**config.mk**
```make
export PLATFORM = sky130hd
export DESIGN_NAME = ahb_lite_cmd_master
export DESIGN_NICKNAME = d
export VERILOG_FILES = /design/src/rtl/ahb_lite_pkg.sv /design/src/rtl/ahb_lite_interface.sv /design/src/rtl/ahb_lite_cmd_master.sv
export SDC_FILE = /design/constraint.sdc
export NUM_CORES = 1
export LEC_CHECK = 0
export ABC_AREA = 1
export CORE_MARGIN = 2
export CORE_UTILIZATION = 40
export DETAILED_ROUTE_END_ITERATION = 7
export MAX_ROUTING_LAYER = met4
export PLACE_DENSITY = 0.73
export SLEW_MARGIN = 40
export SYNTH_ARGS = -nofsm -noshare
export SYNTH_HDL_FRONTEND = slang
export SYNTH_SLANG_ARGS = --single-unit
```
**constraint.sdc**
```tcl
create_clock -name aclk -period 1.3 [get_ports aclk]
set_input_delay 0.39 -clock aclk [delete_from_list [all_inputs] [get_ports aclk]]
set_output_delay 0.39 -clock aclk [all_outputs]
set_load 0.005 [all_outputs]
```
**src/rtl/ahb_lite_pkg.sv**
```systemverilog
// Shared AHB-Lite encodings and the command record used by the bus initiator.
package ahb_lite_pkg;

  localparam logic [1:0] HTRANS_IDLE   = 2'b00;
  localparam logic [1:0] HTRANS_BUSY   = 2'b01;
  localparam logic [1:0] HTRANS_NONSEQ = 2'b10;
  localparam logic [1:0] HTRANS_SEQ    = 2'b11;

  localparam logic [2:0] HBURST_SINGLE = 3'b000;

  localparam logic [2:0] HSIZE_BYTE = 3'b000;
  localparam logic [2:0] HSIZE_HALF = 3'b001;
  localparam logic [2:0] HSIZE_WORD = 3'b010;

  // Command records carry a 32-bit address; narrower buses zero-extend into it.
  localparam int AHB_CMD_ADDR_W = 32;

  typedef struct packed {
    logic [AHB_CMD_ADDR_W-1:0] addr;
    logic                      write;
    logic [2:0]                size;
    logic [31:0]               wdata;
  } ahb_cmd_t;

endpackage

```
**src/rtl/ahb_lite_interface.sv**
```systemverilog
// AHB-Lite bus bundle with master and slave views.
interface ahb_lite_interface #(
  parameter int ADDR_WIDTH = 32
);
  logic [ADDR_WIDTH-1:0] haddr;
  logic                  hwrite;
  logic [2:0]            hsize;
  logic [1:0]            htrans;
  logic [2:0]            hburst;
  logic                  hmastlock;
  logic [3:0]            hprot;
  logic [31:0]           hwdata;
  logic [31:0]           hrdata;
  logic                  hready;
  logic                  hresp;

  modport master (
    output haddr, hwrite, hsize, htrans, hburst, hmastlock, hprot, hwdata,
    input  hrdata, hready, hresp
  );

  modport slave (
    input  haddr, hwrite, hsize, htrans, hburst, hmastlock, hprot, hwdata,
    output hrdata, hready, hresp
  );
endinterface

```
**src/rtl/ahb_lite_cmd_master.sv**
```systemverilog
// Single-transfer AHB-Lite initiator: valid/ready commands in, pipelined
// NONSEQ/SINGLE transfers out, one response pulse per transfer back.
module ahb_lite_cmd_master
  import ahb_lite_pkg::*;
#(
  parameter int         ADDR_WIDTH = 32,
  parameter logic [3:0] HPROT_VAL  = 4'b0011
) (
  input  logic                  aclk,
  input  logic                  resetn,
  input  logic                  cmd_valid,
  output logic                  cmd_ready,
  input  logic [ADDR_WIDTH-1:0] cmd_addr,
  input  logic                  cmd_write,
  input  logic [2:0]            cmd_size,
  input  logic [31:0]           cmd_wdata,
  output logic                  rsp_valid,
  output logic [31:0]           rsp_rdata,
  output logic                  rsp_err,
  output logic [ADDR_WIDTH-1:0] haddr,
  output logic                  hwrite,
  output logic [2:0]            hsize,
  output logic [1:0]            htrans,
  output logic [2:0]            hburst,
  output logic                  hmastlock,
  output logic [3:0]            hprot,
  output logic [31:0]           hwdata,
  input  logic [31:0]           hrdata,
  input  logic                  hready,
  input  logic                  hresp
);

  ahb_lite_interface #(.ADDR_WIDTH(ADDR_WIDTH)) u_bus ();

  ahb_cmd_t    ap_q, ap_d;
  logic        ap_valid_q, ap_valid_d;
  logic        dp_valid_q, dp_valid_d;
  logic        dp_write_q, dp_write_d;
  logic [31:0] dp_wdata_q, dp_wdata_d;
  logic        cancel_q, cancel_d;
  logic        rsp_valid_q, rsp_valid_d;
  logic        rsp_err_q, rsp_err_d;
  logic [31:0] rsp_rdata_q, rsp_rdata_d;
  logic        cmd_fire;

  assign u_bus.hrdata = hrdata;
  assign u_bus.hready = hready;
  assign u_bus.hresp  = hresp;

  assign u_bus.haddr     = ADDR_WIDTH'(ap_q.addr);
  assign u_bus.hwrite    = ap_q.write;
  assign u_bus.hsize     = ap_q.size;
  assign u_bus.htrans    = (ap_valid_q && !cancel_q) ? HTRANS_NONSEQ : HTRANS_IDLE;
  assign u_bus.hburst    = HBURST_SINGLE;
  assign u_bus.hmastlock = 1'b0;
  assign u_bus.hprot     = HPROT_VAL;
  assign u_bus.hwdata    = dp_wdata_q;

  assign haddr     = u_bus.haddr;
  assign hwrite    = u_bus.hwrite;
  assign hsize     = u_bus.hsize;
  assign htrans    = u_bus.htrans;
  assign hburst    = u_bus.hburst;
  assign hmastlock = u_bus.hmastlock;
  assign hprot     = u_bus.hprot;
  assign hwdata    = u_bus.hwdata;

  // No new command may enter while an error response is in progress or a
  // cancelled transfer is waiting to be re-issued.
  assign cmd_ready = u_bus.hready & ~u_bus.hresp & ~cancel_q;
  assign cmd_fire  = cmd_valid & cmd_ready;

  assign rsp_valid = rsp_valid_q;
  assign rsp_err   = rsp_err_q;
  assign rsp_rdata = rsp_rdata_q;

  always_comb begin
    ap_d        = ap_q;
    ap_valid_d  = ap_valid_q;
    dp_valid_d  = dp_valid_q;
    dp_write_d  = dp_write_q;
    dp_wdata_d  = dp_wdata_q;
    cancel_d    = cancel_q;
    rsp_valid_d = 1'b0;
    rsp_err_d   = rsp_err_q;
    rsp_rdata_d = rsp_rdata_q;

    if (u_bus.hready) begin
      if (dp_valid_q) begin
        rsp_valid_d = 1'b1;
        rsp_err_d   = u_bus.hresp;
        rsp_rdata_d = dp_write_q ? 32'h0 : u_bus.hrdata;
      end
      if (cancel_q) begin
        // End of the error response: the retained address phase stays put
        // and is re-driven as NONSEQ on the following cycle.
        cancel_d   = 1'b0;
        dp_valid_d = 1'b0;
      end else begin
        dp_valid_d = ap_valid_q;
        if (ap_valid_q) begin
          dp_write_d = ap_q.write;
          dp_wdata_d = ap_q.wdata;
        end
        ap_valid_d = cmd_fire;
        if (cmd_fire) begin
          ap_d.addr  = AHB_CMD_ADDR_W'(cmd_addr);
          ap_d.write = cmd_write;
          ap_d.size  = cmd_size;
          ap_d.wdata = cmd_wdata;
        end
      end
    end else if (dp_valid_q && u_bus.hresp && ap_valid_q && !cancel_q) begin
      cancel_d = 1'b1;
    end
  end

  always_ff @(posedge aclk or negedge resetn) begin
    if (!resetn) begin
      ap_q        <= '0;
      ap_valid_q  <= 1'b0;
      dp_valid_q  <= 1'b0;
      dp_write_q  <= 1'b0;
      dp_wdata_q  <= 32'h0;
      cancel_q    <= 1'b0;
      rsp_valid_q <= 1'b0;
      rsp_err_q   <= 1'b0;
      rsp_rdata_q <= 32'h0;
    end else begin
      ap_q        <= ap_d;
      ap_valid_q  <= ap_valid_d;
      dp_valid_q  <= dp_valid_d;
      dp_write_q  <= dp_write_d;
      dp_wdata_q  <= dp_wdata_d;
      cancel_q    <= cancel_d;
      rsp_valid_q <= rsp_valid_d;
      rsp_err_q   <= rsp_err_d;
      rsp_rdata_q <= rsp_rdata_d;
    end
  end

endmodule

```
==> results.cfg <==
[status]
status = finished with violations
violations = negative setup slack

[synth]
yosysWarningCount = 0
synth_area_per_cell_um2 = 9.01
syn_inst = 652
synth.distinct_cells = 17
synth_seq_area_share_pct = 58.8
netlist_area_um2 = 5870
ys_ff_latch = 138

[timing]
layout_setup_ws_ns = -0.204
fin_crit_sh_pct = 116
clock.fmax_ghz = 0.665
rsz0062_at_grt = yes
hold_violations = 0
setup_violations = 187
final-max-slew-violation-count = 0
fin_worst_hold_slack_ns = 0.387
min_period_ns = 1.50
fin_worst_skew_ns = 0.00814

[clocking]
htree_num_levels = 4
clock-sinks = 138
numCtsBuffers = 17
clkSlewWorstSetupHoldPaths_ns = 0.06
clk_latency_ns = 0.42
root_buffer = clkbuf_16
cts_tree = yes
clk_path_buf_depth = 2

[critical_path]
end_kind = primary output
worst-path-buf-inv = 1
path_delay_family = flip-flops
crit_type = register to primary output
cp-start-kind = register
cpPeakStageDelay_ns = 0.43
reg2reg_setup_slack_ns = -0.19
arrival_ns = 1.11
cp_max_fo = 3
cp_cell_sequence = nor3_2 -> buf_2
critPathSlowestCell = dfrtp_2
crit_required_ns = 0.91

[global_route]
grt_max_degree = 68
grt_pass1_wl_um = 27000
grt_overflow = 0
grt_pass1_vias = 5140
grt_usage_pct = 22.4
antenna_found_initial = 1

[pwr]
power_mw = 15.0
vdd_drop_max_mv = 0.916
p_leak_nw = 4.86
power_density_nw_per_um2 = 1630

[drt]
ant_nets = 0
drt_iter0_drc = 395
viasPerCell = 4.99
drt-pass1-iter-count = 5
routedWlPerCell_um = 17.2
drcViolationCount = 0
drt-total-wl_um = 19000
vias = 5493

[job]
max_cap_viol_count = 0

[placement]
dpl_cell_area_um2 = 7980
port_buffers = 208
gp_congestion = 0.760
dp_hpwl_um = 10300

[floorplan]
ios = 218
die_area_um2 = 15700
chipWidth_um = 125
core_um2 = 14400
start_util_pct = 40.7
fp.dieH_um = 125
rows = 44

[final_layout]
postLayoutCoreUtil_pct = 64.0
regArea_um2 = 3450
final_cell_area_um2 = 9230
multi_input_area_um2 = 1970
fillers = 1240
nNetsFinal = 1008
areaGrowthSynthToFinish_pct = 57.1
drive_gt1_share_pct = 30.7

[min_path]
hp-class = input pin to asynchronous set/reset pin
cell type report:
type / count / share of cell area [%]
Clock inverter: 12 / 1.87
Multi-Input combinational cell: 421 / 21.3
Inverter: 6 / 0.271
Clock buffer: 20 / 4.84
Sequential cell: 138 / 37.4
Timing Repair Buffer: 319 / 31.7
Tap cell: 184 / 2.50
Antenna cell: 1 / 0.0271
stage by stage:
stage | TNS [ns] | instances | setup WS [ns]
2_1_floorplan | 0 | 659 | 0.0732
3_3_place_gp | -58.67 | 983 | -0.663
3_5_place_dp | -59.52 | 983 | -0.708
4_1_cts | -2.98 | 1048 | -0.214
5_1_grt | -24.75 | 1101 | -0.251
6_report | -15.67 | 1101 | -0.204
logic make-up (layout without fill, tap and decap cells):
group,count (synthesis),count (layout),share of synthesized area (%)
AO/OA/AOI/OAI,35,35,2.98
other,2,10,0.128
AND/OR/NAND/NOR,377,377,27.9
buffers and inverters,100,357,10.1
flip-flops,138,138,58.8
worst register-to-register path: stages (launching register included):
cell and delay (ns):
dfrtp_2 0.43, buf_4 0.15, buf_6 0.12, nor2_4 0.12
buf_6 0.13, nand2_8 0.08, clkbuf_16 0.19, nand2_1 0.09
nand2_1 0.07
flip-flops by register name, indices dropped and copies added (netlist names):
| register | flops |
|---|---|
| ap_q | 32 |
| ap_valid_q | 1 |
| cancel_q | 1 |
| dp_valid_q | 1 |
| dp_write_q | 1 |
| haddr | 32 |
| hsize | 3 |
| hwdata | 32 |
| hwrite | 1 |
| rsp_err | 1 |
| rsp_rdata | 32 |
| rsp_valid | 1 |
repair_timing:
action / 4_1_cts / 5_1_grt
setup endpoints to repair: 177 / 205
pin swaps: 5 / 67
hold endpoints to repair: 16 / 0
setup buffers: 29 / 36
gates resized for setup: 431 / 42
gates cloned: 3 / 16
hold buffers: 1 / 0
metal layers:
metal  routed length, um  share of wire [%]  vias to the layer above  GRT usage [%]
met5                   0                  0                        -              -
met4                 241                1.3                        0           6.27
li1                    -                  -                     2600              -
met2                8740                 46                      265           34.6
met1                8420                 44                     2600           29.3
met3                1560                8.2                       28           6.08
where the power goes:
part           switching [mW]  total (mW)  internal [mW]
sequential              0.556        5.89           5.33
combinational            1.83        4.08           2.25
clock                    1.82        5.08           3.25
cell usage after synthesis:
cell type,count,area (um^2)
conb_1,2,7.51
inv_1,4,15.0
nand3_1,34,170
nor2_2,1,6.26
nand2_1,271,1020
dfrtp_1,138,3450
nor2_1,1,3.75
nand4_1,68,425
nor3_1,1,5.00
buf_2,17,85.1
clkbuf_1,23,86.3
buf_4,53,398
o21ai_0,34,170
nand4_2,1,12.5
a21oi_1,1,5.00
buf_1,1,3.75
inv_2,2,7.51
path summary, 6_finish.rpt:
| kind | from | endpoint | depth (start not counted) |
|---|---|---|---|
| max reg2reg | cancel_q | hwdata[24] | 8 |
| min in group aclk | hready | cancel_q | 3 |
| max | cancel_q | cmd_ready | 2 |
| min reg2reg | hwdata[21] | hwdata[21] | 2 |
| max in group asynchronous | resetn | ap_q[11] | 3 |
| min | resetn | rsp_rdata[4] | 2 |
cell usage in the layout, fill, tap and decap left out, drive strengths merged, types with 4 or more instances in the layout:
cell type and n:
clkdlybuf4s50 100, o21ai 34, nand2 271, conb 9
inv 6, buf 203, clkbuf 33, dfrtp 138
bufinv 4, nand3 34, nand4 69, clkinv 6
(Power assumes the default switching activity.)
